<file path="src/rtl/sm_icache_pkg.sv">
// Shared types and address-split helpers for the direct-mapped instruction cache.
// The FSM is two states, kept as plain constants so older netlists stay compatible.
package sm_icache_pkg;

    typedef logic [0:0] state_t;

    localparam state_t ST_IDLE   = 1'b0;
    localparam state_t ST_REFILL = 1'b1;

    function automatic int off_bits(input int words);
        return $clog2(words);
    endfunction

    function automatic int idx_bits(input int lines);
        return $clog2(lines);
    endfunction

    function automatic int tag_bits(input int lines, input int words);
        return 32 - $clog2(lines) - $clog2(words);
    endfunction

endpackage

</file>
<file path="src/rtl/sm_icache_data.sv">
// Instruction data store: one synchronous write port, one combinational read port.
// Deliberately has no reset; contents are only meaningful behind a set valid bit.
module sm_icache_data #(
    parameter int LINES = 8,
    parameter int WORDS = 4,
    parameter int AW    = 5
) (
    input  logic          clk,
    input  logic          we,
    input  logic [AW-1:0] waddr,
    input  logic [31:0]   wdata,
    input  logic [AW-1:0] raddr,
    output logic [31:0]   rdata
);

    logic [31:0] mem [LINES*WORDS];

    always_ff @(posedge clk) begin
        if (we) begin
            mem[waddr] <= wdata;
        end
    end

    assign rdata = mem[raddr];

endmodule

</file>
<file path="src/rtl/sm_icache.sv">
// Direct-mapped instruction cache with zero-latency hits and a word-by-word line refill.
// The refill always finishes the latched line regardless of what the CPU presents meanwhile.
module sm_icache
    import sm_icache_pkg::*;
#(
    parameter int LINES = 8,
    parameter int WORDS = 4
) (
    input  logic        clk,
    input  logic        rst_n,
    input  logic [31:0] cpu_addr,
    output logic [31:0] cpu_rdata,
    output logic        cpu_ready,
    input  logic        flush,
    output logic        mem_req,
    output logic [31:0] mem_addr,
    input  logic        mem_ack,
    input  logic [31:0] mem_rdata,
    output logic [15:0] miss_cnt
);

    localparam int OW = off_bits(WORDS);
    localparam int IW = idx_bits(LINES);
    localparam int TW = tag_bits(LINES, WORDS);

    state_t           state;
    logic [LINES-1:0] valid;
    logic [TW-1:0]    tags [LINES];
    logic [31:0]      base;
    logic [OW-1:0]    cnt;

    logic [OW-1:0] off;
    logic [IW-1:0] idx;
    logic [TW-1:0] tag;
    logic [IW-1:0] lidx;
    logic [TW-1:0] ltag;
    logic          idle;
    logic          hit;
    logic          last;
    logic          wr_en;

    assign off  = cpu_addr[OW-1:0];
    assign idx  = cpu_addr[OW+IW-1:OW];
    assign tag  = cpu_addr[31:OW+IW];
    assign lidx = base[OW+IW-1:OW];
    assign ltag = base[31:OW+IW];

    assign idle = (state == ST_IDLE);
    assign hit  = valid[idx] && (tags[idx] == tag);
    assign last = (cnt == OW'(WORDS-1));

    // A flush wins over both a hit and an in-flight refill word.
    assign cpu_ready = idle && hit && !flush;
    assign wr_en     = !idle && mem_ack && !flush;
    assign mem_req   = !idle;
    assign mem_addr  = idle ? '0 : (base + 32'(cnt));

    always_ff @(posedge clk or negedge rst_n) begin
        if (!rst_n) begin
            state    <= ST_IDLE;
            valid    <= '0;
            cnt      <= '0;
            base     <= '0;
            miss_cnt <= '0;
        end else if (idle) begin
            if (flush) begin
                valid <= '0;
            end else if (!hit) begin
                base  <= {cpu_addr[31:OW], {OW{1'b0}}};
                cnt   <= '0;
                state <= ST_REFILL;
                if (miss_cnt != 16'hFFFF) begin
                    miss_cnt <= miss_cnt + 16'd1;
                end
            end
        end else begin
            if (flush) begin
                valid <= '0;
                state <= ST_IDLE;
            end else if (mem_ack) begin
                cnt <= cnt + OW'(1);
                if (last) begin
                    valid[lidx] <= 1'b1;
                    state       <= ST_IDLE;
                end
            end
        end
    end

    always_ff @(posedge clk) begin
        if (wr_en && last) begin
            tags[lidx] <= ltag;
        end
    end

    sm_icache_data #(
        .LINES (LINES),
        .WORDS (WORDS),
        .AW    (IW + OW)
    ) u_data (
        .clk   (clk),
        .we    (wr_en),
        .waddr ({lidx, cnt}),
        .wdata (mem_rdata),
        .raddr ({idx, off}),
        .rdata (cpu_rdata)
    );

endmodule

</file>
<file path="config.mk">
export PLATFORM = sky130hd
export DESIGN_NAME = sm_icache
export DESIGN_NICKNAME = d
export VERILOG_FILES = /design/src/rtl/sm_icache_pkg.sv /design/src/rtl/sm_icache_data.sv /design/src/rtl/sm_icache.sv
export SDC_FILE = /design/constraint.sdc
export NUM_CORES = 1
export LEC_CHECK = 0
export BUFFER_PORTS_ARGS = -buffer_cell sky130_fd_sc_hd__buf_4
export CORE_MARGIN = 1.5
export CORE_UTILIZATION = 28
export CTS_CLUSTER_DIAMETER = 50
export DETAILED_ROUTE_END_ITERATION = 7
export MAX_ROUTING_LAYER = met4
export PLACE_DENSITY = 0.43
export SKIP_LAST_GASP = 1
export SLEW_MARGIN = 20
export SYNTH_ARGS = -nofsm -noshare
export SYNTH_HDL_FRONTEND = slang
export SYNTH_SLANG_ARGS = --single-unit
</file>
<file path="constraint.sdc">
create_clock -name clk -period 3.9 [get_ports clk]
set_clock_uncertainty 0.1 [all_clocks]
set_input_delay 0.78 -clock clk [delete_from_list [all_inputs] [get_ports clk]]
set_output_delay 0.78 -clock clk [all_outputs]
set_load 0.02 [all_outputs]
</file>
# Word-level counts from Yosys, hierarchy flattened
# Memories as Yosys holds them, arrays and structs flattened.
# Cells that the tools add are included.
# W data, S select, Z words.
dict set report word_totals {
  mem_count 2
  output_inout_bits 82
  input_bits 68
  rom_bits 0
  latchBits 0
  ff_bits 57
  ram_bits 1240
}
# name depth word_bits rd rd_clocked_by_memory_dff wr line_no
set memory_table {}
lappend memory_table {u_data.mem 32 32 1 0 1 sm_icache_data.sv:16} ;# logic [31:0] mem [LINES*WORDS];
lappend memory_table {tags 8 27 1 0 1 sm_icache.sv:28} ;# logic [TW-1:0] tags [LINES];
dict set report op_classes {
  addsub 3
  n_mux 25
  order_cmp 3
  n_mul 0
  div 0
  bitwise 4
  n_eq_ne 5
  n_shift 0
  reduce_logical 15
}
# op n
set op_table {}
lappend op_table {{$mux W8} 5}
lappend op_table {{$add A32 B2 Y32} 1}
lappend op_table {{$mux W32} 1}
lappend op_table {{$eq A27 B27 Y1} 1}
lappend op_table {{$add A16 B1 Y16 const B} 1}
lappend op_table {{$ne A16 B16 Y1 const B} 1}
lappend op_table {{$mux W1} 12}
lappend op_table {{$mux W2} 5}
lappend op_table {{$reduce_and A3 Y1} 3}
lappend op_table {{$lt A3 B4 Y1 const B} 2}
lappend op_table {{$or A8 B8 Y8} 1}
lappend op_table {{$logic_and A1 B1 Y1} 7}
lappend op_table {{$reduce_bool A2 Y1} 3}
lappend op_table {{$ne A2 B2 Y1 const B} 2}
lappend op_table {{$reduce_and A4 Y1} 1}
lappend op_table {{$bmux W1 S3} 1}
lappend op_table {{$demux W1 S3} 1}
lappend op_table {{$ge A3 B1 Y1 const B} 1}
lappend op_table {{$not A1 Y1} 3}
lappend op_table {{$add A2 B1 Y2 const B} 1}
lappend op_table {{$eq A2 B2 Y1 const B} 1}
lappend op_table {{$logic_not A1 Y1} 1}

# Longest topological paths before layout
# Gate-level depths: netlist of the first run.
dict set report logic_depth {
  depth_word 9
  ltp_mapped 12
  mapped_depth_nobuf 8
}

# Modules after synthesis
# Synthesis of the first run repeated with hierarchy kept, for this count alone.
dict set report hier_totals {
  cells_unflattened 2883
  hier_area_um2 51195.4
}
# mod seq_area_each_um2 n_inst area_per_inst_um2 cells_each
set by_module_without_submodules {}
lappend by_module_without_submodules {sm_icache_data 30749.5 1 39844.5 2228}
lappend by_module_without_submodules {sm_icache 7912.6 1 11350.9 655}

# Least setup slack after synthesis of the first run
# No wires, ideal clock.
dict set report synth_timing {
  path_kind {input to output}
  from {input port cpu_addr[2]}
  to {output port cpu_ready}
  cell_stages 10
  t_arrival_ns 3.393
  slack_ns -0.373
  path_buffers 2
  t_required_ns 3.020
  path_cell_list {buf_2 buf_2 mux4_2 mux2i_1 xor2_1 nand2_1 or4b_1 nor3_1 nand4_1 nor3_1}
}
dict set report synth_between {
  elab_chain_len 5
}
# item line_no
set synth_lines {}
lappend synth_lines {{start, declared} sm_icache.sv:11} ;# input logic [31:0] cpu_addr,
lappend synth_lines {{$mem_v2 Z8 W27 or $bmux W1 S3 (tied branches)} --}
lappend synth_lines {{$eq A27 B27 Y1 or $mux W1 (tied branches)} sm_icache.sv:49} ;# assign hit = valid[idx] && (tags[idx] == tag);
lappend synth_lines {{$logic_and A1 B1 Y1 *} sm_icache.sv:49}
lappend synth_lines {{$logic_and A1 B1 Y1 * (2 in series)} sm_icache.sv:53} ;# assign cpu_ready = idle && hit && !flush;
lappend synth_lines {{end, declared} sm_icache.sv:13} ;# output logic cpu_ready,
# Mark *: on every way between the ends. The rest lies on a longest branch, timed or not. The select of a mux whose other input is x is not followed.

# Worst setup path in the final report of the first run
dict set report layout_timing {
  from {input port cpu_addr[3]}
  to {output port cpu_ready}
}
# The elaborated chain is that of the path after synthesis.

==> impl_metrics.py, run 1 <==
metrics = {
    "run_status": {
        "status": "complete, but fails checks",
        "violations": "negative setup slack",
    },
    "setup_path": {
        "critical_path.top_delay_family": "buffers and inverters",
        "crit_type": "input port to primary output",
        "worstPathMaxFanout": 14,
        "cp_slowest_cell": "mux4_2",
        "critPathMostFrequentCell": "buf_6",
        "endpoint_kind": "primary output",
        "path_cells": "buf_6 > buf_4 > mux4_2 > mux2i_1 > xor2_1 > buf_4 > nand3_1 > nor4_1 > nand4_1 > buf_6 > nor3_4 > buf_6",
        "cp-start-kind": "input port",
        "worstPathRequired_ns": 3.02,
        "critPathMaxStageDelay_ns": 0.53,
        "critical_path_buf_inv_count": 5,
        "arrival_ns": 3.43,
    },
    "cells_and_area": {
        "stdcell_count": 5062,
        "areaGrowthSynthToFinish_pct": 22.7,
        "fin_nets": 2640,
        "drive_above_1_share_pct": 38.0,
        "nFillCells": 16500,
    },
    "route": {
        "maxUsedRoutingLayer": "met4",
        "drc": 0,
        "drt_wl_total_um": 137000,
        "wl_per_cell_um": 27.0,
        "drt_iter0_drc": 2150,
        "met2_length_um": 69200,
        "wl_met1_um": 59100,
        "ant_nets": 0,
        "num_vias": 23800,
        "vias_per_cell": 4.71,
        "met3WireLength_um": 5410,
        "first_pass_iters": 5,
    },
    "clock_tree": {
        "cts-root-buf": "clkbuf_16",
        "clk_pin_slew_worst_paths_ns": 0.05,
        "cts_tree": "done",
        "cts_buffer_depth": 3,
        "numCtsBuffers": 161,
        "clock_sinks": 1297,
        "htree_levels": 4,
        "clock_latency_ns": 0.79,
    },
    "sta": {
        "rsz0062_at_grt": "true",
        "finalSetupViolations": 1,
        "report.final.hold_viol_count": 0,
        "slew_headroom_pct": 33.4,
        "setup_slack_ns": -0.414,
        "period_share_pct": 111,
        "slew_violations": 0,
        "fmax_mhz": 232,
        "tightest_slew_ns": 0.997,
        "fin_crit_ns": 4.31,
    },
    "synthesis": {
        "yosysTopAreaCell": "edfxtp_1",
        "postSynthAreaPerCell_um2": 23.0,
        "ys.warnings.count": 0,
        "seq_area_frac_synth_pct": 77.0,
        "syn_inst": 2180,
        "synthesis.area_um2": 50200,
        "synth-seq-cells": 1297,
        "synth_edf_count": 1240,
        "synth_nets": 2253,
        "postSynth.asyncResetShare_pct": 4.39,
        "synth_area_leaders": "edfxtp_1 (74%), mux4_2 (16%), dfrtp_1 (2.8%)",
        "ys.flop_type": "edfxtp_1",
        "synth.distinct_cells": 53,
        "synth_top_area_share_pct": 74.1,
    },
    "placed_design": {
        "port_buffers": 149,
        "routabilityCongestion": 0.764,
        "place_hpwl_um": 77500,
        "dp.cells": 4757,
    },
    "power_and_ir_drop": {
        "power_w": 0.0325,
        "power_density_nw_per_um2": 527,
        "ir_drop_mv": 0.390,
        "p_leak_nw": 19.8,
    },
    "global_routing": {
        "grt_pass1_vias": 25700,
        "grt_pass1_wl_um": 193000,
        "grt_max_degree": 58,
        "antenna_found_initial": 6,
        "grt_remaining_overflow": 0,
        "track_usage_pct": 15.5,
    },
    "floorplan": {
        "start_util_pct": 28.2,
        "io_pins": 150,
        "dieHeight_um": 427,
        "dieArea_um2": 182000,
        "coreArea_um2": 178000,
        "rows": 155,
        "die_w_um": 427,
    },
    "job": {
        "maxCapViolCount": 0,
    },
    "worst_hold_path": {
        "hp-class": "input port to register",
    },
}
[area by class of cell]
class	count	area [µm²]	area share, %
clock buffer	195	4250	6.90
inverter	10	37.5	0.0609
timing repair buffer	332	3190	5.18
multi-input combinational	765	11400	18.5
sequential	1297	38700	62.7
tap	2355	2950	4.78
clock inverter	104	1150	1.86
antenna	4	10.0	0.0162
[layer usage]
layer  track usage (%)  vias up
li1                  -    10100
met1              19.7    13000
met2              25.5      550
met3              2.65      199
met4              4.72        0
met5                 -        -
[sequential cells by signal, summed over array words and instances (netlist names)]
| name | count |
|---|---|
| u_data.mem | 1024 |
| tags | 216 |
| base | 30 |
| miss_cnt | 16 |
| valid | 8 |
| cnt | 2 |
| mem_req | 1 |
[kinds of logic (layout without fill, tap and decap cells)]
family	Yosys count	after routing	synth area share, %
DFF	1297	1297	77.0
muxes	484	484	18.5
and+or+nand+nor	188	188	2.06
buffers and inverters	118	641	1.03
AOI/OAI and AO/OA	61	61	0.837
xor gates and xnor gates	27	27	0.471
adders and majority gates	5	5	0.125
other	0	4	0
[worst paths after layout]
check                        startpoint           to  slack (ns)  cells past startpoint
setup reg to reg            tags[7][15]  miss_cnt[1]        0.58                     10
setup / recovery            cpu_addr[3]    cpu_ready       -0.41                     12
hold reg to reg                valid[6]     valid[6]        0.41                      2
hold / removal             cpu_addr[20]     base[20]        0.12                      2
min in group asynchronous         rst_n     base[19]        0.55                      2
max in group asynchronous         rst_n  miss_cnt[8]        2.52                      2
[Yosys cell counts (all sizes together), types with 7 or more instances]
cell / instances
and2: 34
o22ai: 7
mux2i: 56
nor2: 63
nand3: 10
buf: 45
a22oi: 13
mux4: 348
nand3b: 9
nand2: 21
mux2: 80
a22o: 7
inv: 10
xor2: 10
a21oi: 10
dfrtp: 57
nand4: 9
xnor2: 17
o21ai: 7
clkbuf: 63
edfxtp: 1240
[layout by cell type, fill, tap and decap left out, types with 10 or more instances in the layout]
cell,n
xor2_1,10
clkinv_2,20
mux2_2,48
inv_6,11
nor2_1,22
buf_12,52
xnor2_1,17
nor2_4,40
clkbuf_16,164
dfrtp_1,57
clkbuf_1,28
edfxtp_1,1240
bufinv_16,15
buf_4,268
clkinv_1,28
a21oi_1,10
mux4_2,348
and2_1,33
nand3_1,10
a22oi_1,13
nand2_1,20
mux2_1,32
mux2i_1,55
clkinvlp_4,10
[stage by stage]
stage                     TNS (ns)  hold WS [ns]  cell area [µm²]  utilization, %  setup slack (ns)
after global placement      -10.37         0.373            56200            31.5            -0.499
after CTS                   -0.488        0.0524            61600            34.5            -0.488
final                       -0.414         0.122            61600            34.5            -0.414
after global routing        -0.588        0.0880            61600            34.5            -0.588
after detailed placement    -11.10         0.394            56200            31.5            -0.528
after floorplan           -0.00655         0.357            50300               -          -0.00655
[where the power goes]
part           switching, W  internal [W]
Clock               0.00600       0.00886
Combinational       0.00107      0.000884
Sequential         0.000184        0.0155
Total               0.00726        0.0252
[what timing repair did]
item,4_1_cts,5_1_grt
hold buffers,1,0
setup buffers,1,0
pin swaps,5,1
endpoints found under the hold margin,25,0
resized for setup,10,1
endpoints found under the setup margin,27,1
Note: power is estimated with default switching activity, not from simulation.
==> run 2: changes to the inputs <==
clock period = 3.6 ns   (was 3.9 ns; I/O delays follow)
==> impl_metrics.py, run 2 (synthesized netlist as in run 1, its figures left out) <==
metrics = {
    "global_routing": {
        "track_usage_pct": 16.1,
        "grt_pass1_wl_um": 199000,
        "antenna_found_initial": 4,
        "grt_max_degree": 58,
        "grt_pass1_vias": 25900,
        "grt_remaining_overflow": 0,
    },
    "clock_tree": {
        "clk_pin_slew_worst_paths_ns": 0.06,
        "cts-root-buf": "clkbuf_16",
        "cts_tree": "done",
        "cts_buffer_depth": 3,
        "htree_levels": 4,
        "numCtsBuffers": 153,
        "clock_sinks": 1297,
        "clock_latency_ns": 0.79,
    },
    "setup_path": {
        "cp-start-kind": "register",
        "endpoint_kind": "primary output",
        "critPathMostFrequentCell": "buf_4",
        "critical_path.top_delay_family": "simple AND/OR/NAND/NOR gates",
        "worstPathMaxFanout": 2,
        "arrival_ns": 3.46,
        "crit_type": "register to primary output",
        "critPathMaxStageDelay_ns": 0.47,
        "path_cells": "mux4_2 > mux2i_1 > xor2_1 > buf_4 > nand3_1 > nor4_1 > nand4_1 > buf_4 > nor3_4 > buf_6",
        "cp_slowest_cell": "mux4_2",
        "critical_path_buf_inv_count": 3,
        "worstPathRequired_ns": 2.78,
    },
    "cells_and_area": {
        "drive_above_1_share_pct": 38.6,
        "largest_reg_flops": 1024,
        "layout_commonest_cell": "edfxtp_1",
        "reg.largest.list": "u_data.mem: 1024 flops, tags: 216 flops, base: 30 flops",
        "areaGrowthSynthToFinish_pct": 24.1,
        "top_register": "u_data.mem",
        "post-route-cell-area_um2": 62400,
        "fin_nets": 2679,
        "mostFrequentLayoutCells": "edfxtp_1 (1240), mux4_2 (348), buf_4 (261), clkbuf_16 (155), buf_12 (59)",
    },
    "sta": {
        "slew_violations": 0,
        "fmax_mhz": 233,
        "slew_headroom_pct": 39.7,
        "period_share_pct": 119,
        "tightest_slew_ns": 0.905,
        "report.final.hold_viol_count": 0,
        "rsz0062_at_grt": "true",
        "fin_crit_ns": 4.28,
        "setup_slack_ns": -0.684,
        "finalSetupViolations": 13,
        "whs_ns": 0.0698,
    },
    "placed_design": {
        "place_hpwl_um": 76600,
        "placed_cell_area_um2": 56300,
        "port_buffers": 149,
        "routabilityCongestion": 0.762,
    },
    "worst_hold_path": {
        "hp-class": "input port to register",
    },
    "floorplan": {
        "rows": 155,
        "dieHeight_um": 427,
        "io_pins": 150,
        "dieArea_um2": 182000,
        "coreArea_um2": 178000,
        "die_w_um": 427,
        "start_util_pct": 28.2,
    },
    "route": {
        "drc": 0,
        "drt_iter0_drc": 1937,
        "num_vias": 24200,
        "first_pass_iters": 5,
        "wl_per_cell_um": 27.8,
        "vias_per_cell": 4.75,
        "ant_nets": 0,
        "drt_wl_total_um": 141000,
    },
    "run_status": {
        "violations": "negative setup slack",
        "status": "complete, but fails checks",
    },
    "power_and_ir_drop": {
        "ir_drop_mv": 0.326,
        "p_leak_nw": 20.2,
        "power_density_nw_per_um2": 557,
    },
    "job": {
        "maxCapViolCount": 0,
    },
}
run 2: cell count changes in the layout (fill, tap and decap cells not counted), moves of 7 or more:
cell	before	now
buf_6	9	33
clkbuf_16	164	155
buf_12	52	59
buf_16	0	16
inv_6	11	2
mux2_2	48	25
clkinv_1	28	21
mux2_4	0	23
clkbuf_1	28	38
buf_4	268	261
run 2: report_power, final:
group	switching, W	leakage, nW	internal, W	total (W)
clock network	0.00642	2.45	0.00906	0.0155
registers	0.000210	11.9	0.0168	0.0170
logic	0.00121	5.91	0.00108	0.00229
run 2: worst paths after layout:
path / startpoint / endpoint / slack (ns) / cells after the start
setup / recovery: tags[6][4] / cpu_ready / -0.68 / 10
hold / removal: cpu_addr[29] / base[29] / 0.07 / 2
setup reg to reg: tags[7][15] / base[15] / 0.30 / 10
hold reg to reg: valid[5] / valid[5] / 0.40 / 2
max in group asynchronous: rst_n / base[4] / 2.27 / 2
min in group asynchronous: rst_n / base[27] / 0.51 / 2
run 2: layout make-up:
type                       instances  area, µm²
sequential                      1297      38700
fill                           16500     116000
timing repair buffer             379       4120
antenna                            2       5.00
clock buffer                     195       4030
clock inverter                    85       1090
multi-input combinational        765      11500
tap                             2355       2950
inverter                          10       37.5
run 2: what timing repair did:
item | 4_1_cts | 5_1_grt
gates cloned | 13 | 2
setup buffers | 18 | 9
pin swaps | 6 | 1
gates resized for setup | 77 | 37
setup endpoints to repair | 33 | 26
hold endpoints to repair | 57 | 0
hold buffers | 1 | 0
run 2: through the flow:
| step | setup TNS, ns | worst slack, ns | std cells | total power (W) | util, % |
|---|---|---|---|---|---|
| CTS | -2.69 | -0.806 | 5086 | 0.0352 | 34.9 |
| finish | -1.13 | -0.684 | 5088 | 0.0347 | 35.0 |
| detailed placement | -30.70 | -0.934 | 4775 | 0.0195 | 31.6 |
| floorplan | -0.124 | -0.124 | 2180 | 0.0184 | - |
| global placement | -28.64 | -0.919 | 4775 | 0.0194 | 31.6 |
| global route | -2.11 | -0.853 | 5088 | 0.0359 | 35.0 |
run 2: routing by layer:
| layer | share of wire (%) | track usage, % |
|---|---|---|
| met1 | 43 | 20.3 |
| met2 | 52 | 27.1 |
| met3 | 3.1 | 2.36 |
| met4 | 1.9 | 3.83 |
| met5 | 0 | - |
==> run 3: changes to the inputs <==
ABC_AREA = 1   (was default)
GPL_ROUTABILITY_DRIVEN = 0   (was default)
==> impl_metrics.py, run 3 <==
metrics = {
    "run_status": {
        "status": "complete, no violations",
    },
    "route": {
        "vias_per_cell": 4.93,
        "drt_iter0_drc": 3065,
        "num_vias": 34800,
        "wl_per_cell_um": 24.3,
        "drc": 0,
        "drt_wl_total_um": 172000,
        "first_pass_iters": 5,
        "ant_nets": 0,
    },
    "setup_path": {
        "cp_slowest_cell": "buf_12",
        "critical_path_buf_inv_count": 4,
        "worstPathMaxFanout": 44,
        "endpoint_kind": "primary output",
        "r2r_setup_slack_ns": 1.04,
        "crit_start": "cpu_addr[2]",
        "cp-start-kind": "input port",
        "reg2regPathDepth": 10,
        "critPathMaxStageDelay_ns": 0.25,
        "worstPathRequired_ns": 2.78,
        "critical_path.top_delay_family": "simple AND/OR/NAND/NOR gates",
        "worstReg2RegEnd": "miss_cnt[3]",
        "crit_type": "input port to primary output",
        "r2r-start": "miss_cnt[0]",
        "arrival_ns": 2.70,
        "path_cells": "buf_8 > buf_12 > nand2_1 > nand3_1 > nand3_1 > nand3_1 > nand2_1 > nor2_1 > nand4_1 > nor3_2 > nand2_1 > nor3_2 > buf_4 > buf_6",
    },
    "synthesis": {
        "synth_area_leaders": "edfxtp_1 (71%), o21ai_0 (5.4%), nor2_1 (4.9%)",
        "synth_edf_count": 1240,
        "yosysTopAreaCell": "edfxtp_1",
        "synth_top_area_share_pct": 71.2,
        "seq_area_frac_synth_pct": 73.9,
        "ys.flop_type": "edfxtp_1",
        "synth.distinct_cells": 33,
        "synth_nets": 4257,
        "synth.most_common_cell": "edfxtp_1",
        "postSynth.asyncResetShare_pct": 4.39,
        "synth_commonest_cells": "edfxtp_1 (1240), nor2_1 (686), o21ai_0 (564), nand2_1 (459), inv_1 (236)",
        "ys.warnings.count": 0,
        "postSynthAreaPerCell_um2": 12.5,
        "synthesis.area_um2": 52300,
        "synth-seq-cells": 1297,
        "syn_inst": 4184,
    },
    "floorplan": {
        "rows": 158,
        "coreArea_um2": 186000,
        "start_util_pct": 28.2,
        "io_pins": 150,
        "dieArea_um2": 189000,
        "die_w_um": 435,
        "dieHeight_um": 435,
    },
    "job": {
        "maxCapViolCount": 0,
    },
    "clock_tree": {
        "clk_pin_slew_worst_paths_ns": 0.06,
        "cts_setup_buffers": 0,
        "cts-root-buf": "clkbuf_16",
        "clock_sinks": 1297,
        "clock_latency_ns": 0.80,
        "cts_tree": "done",
        "numCtsBuffers": 154,
        "cts_buffer_depth": 3,
        "htree_levels": 4,
    },
    "cells_and_area": {
        "mostFrequentLayoutCells": "edfxtp_1 (1240), nor2_1 (645), o21ai_0 (563), nand2_1 (457), buf_4 (311)",
        "fin_nets": 4529,
        "layout_commonest_cell": "edfxtp_1",
        "reg.largest.list": "u_data.mem: 1024 flops, tags: 216 flops, base: 30 flops",
        "top_register": "u_data.mem",
        "nFillCells": 18200,
        "drive_above_1_share_pct": 14.9,
        "largest_reg_flops": 1024,
        "areaGrowthSynthToFinish_pct": 21.8,
    },
    "sta": {
        "setup_slack_ns": 0.0756,
        "slew_violations": 0,
        "tns_ns": 0,
        "finalSetupViolations": 0,
        "fmax_mhz": 284,
        "period_share_pct": 97.9,
        "report.final.hold_viol_count": 0,
        "fin_crit_ns": 3.52,
        "slew_headroom_pct": 36.6,
        "rsz0062_at_grt": "true",
        "tightest_slew_ns": 0.951,
    },
    "worst_hold_path": {
        "hp-class": "input port to register",
        "min_path_cells": 3,
        "hold_end": "base[6]",
        "hold_start": "cpu_addr[6]",
    },
    "power_and_ir_drop": {
        "ir_drop_mv": 0.337,
        "p_leak_nw": 22.1,
        "power_density_nw_per_um2": 556,
    },
    "placed_design": {
        "port_buffers": 149,
        "dpl_worst_slack_ns": -0.0380,
        "place_hpwl_um": 96700,
    },
    "global_routing": {
        "grt_remaining_overflow": 0,
        "grt_pass1_wl_um": 247000,
        "track_usage_pct": 18.3,
        "antenna_found_initial": 11,
        "grt_max_degree": 84,
        "grt_pass1_vias": 34300,
    },
}
[run 3: cell types whose count changed in the layout (fill, tap and decap cells not counted), sizes merged, moves of 202 or more]
cell	before	now
nand3	10	222
mux4	348	0
o221ai	0	202
nand2	21	461
inv	18	248
nor2	63	688
o21ai	7	602
[run 3: stage by stage]
stage	area, µm²	power [W]	hold slack (ns)	utilization, %	cells
final	63700	0.0354	0.104	34.3	7066
after global routing	63700	0.0367	0.0863	34.3	7064
after CTS	63600	0.0358	0.0454	34.2	7056
after detailed placement	58500	0.0202	0.387	31.5	6778
after global placement	58500	0.0202	0.390	31.5	6778
after floorplan	52300	0.0187	0.324	-	4184
[run 3: cells by family (layout without fill, tap and decap cells)]
| logic type | count (synthesis) | after routing | share of synthesized area, % |
|---|---|---|---|
| AO/OA/AOI/OAI | 934 | 934 | 10.8 |
| XOR/XNOR | 14 | 14 | 0.234 |
| buffers and inverters | 519 | 912 | 4.00 |
| other | 0 | 9 | 0 |
| AND/OR/NAND/NOR | 1415 | 1415 | 10.9 |
| adder cells (fa/ha/maj) | 5 | 5 | 0.120 |
| flip-flops | 1297 | 1297 | 73.9 |
[run 3: metal layers]
metal  GRT usage [%]  routed length [µm]  up-vias
li1                -                   -    15900
met1            24.5               78300    17700
met2            28.3               79900     1029
met3            3.68                9980      216
met4            5.08                3830        0
met5               -                   0        -
[run 3: worst max-delay path by stage]
stage,endpoint,cells after the start
floorplan,u_data.mem[15][0],7
global placement,cpu_ready,16
detailed placement,cpu_rdata[12],11
CTS,cpu_ready,14
global route,cpu_ready,13
finish,cpu_ready,14
[run 3: what timing repair did]
action | 4_1_cts | 5_1_grt
hold buffers | 1 | 0
hold endpoints to repair | 45 | 0
pin swaps | 1 | 6
endpoints found under the setup margin | 5 | 4
gates cloned | 0 | 1
resized for setup | 5 | 22
[run 3: where the power goes]
group	leakage, nW	switching (W)	internal [W]
clock	2.44	0.00639	0.00916
sequential	11.9	0.000293	0.0168
combinational	7.71	0.00186	0.000889
[run 3: layout make-up]
type / count / area [µm²] / share of cell area (%)
sequential: 1297 / 38700 / 60.7
antenna: 9 / 22.5 / 0.0354
clock inverter: 90 / 955 / 1.50
clock buffer: 187 / 4070 / 6.39
multi-input combinational: 2368 / 11900 / 18.8
tap: 2480 / 3100 / 4.87
timing repair buffer: 396 / 4000 / 6.28
inverter: 239 / 938 / 1.47
[run 3: tightest hold or removal path: stages]
cell     delay [ns]
buf_4          0.11
inv_1          0.06
o21ai_1        0.07
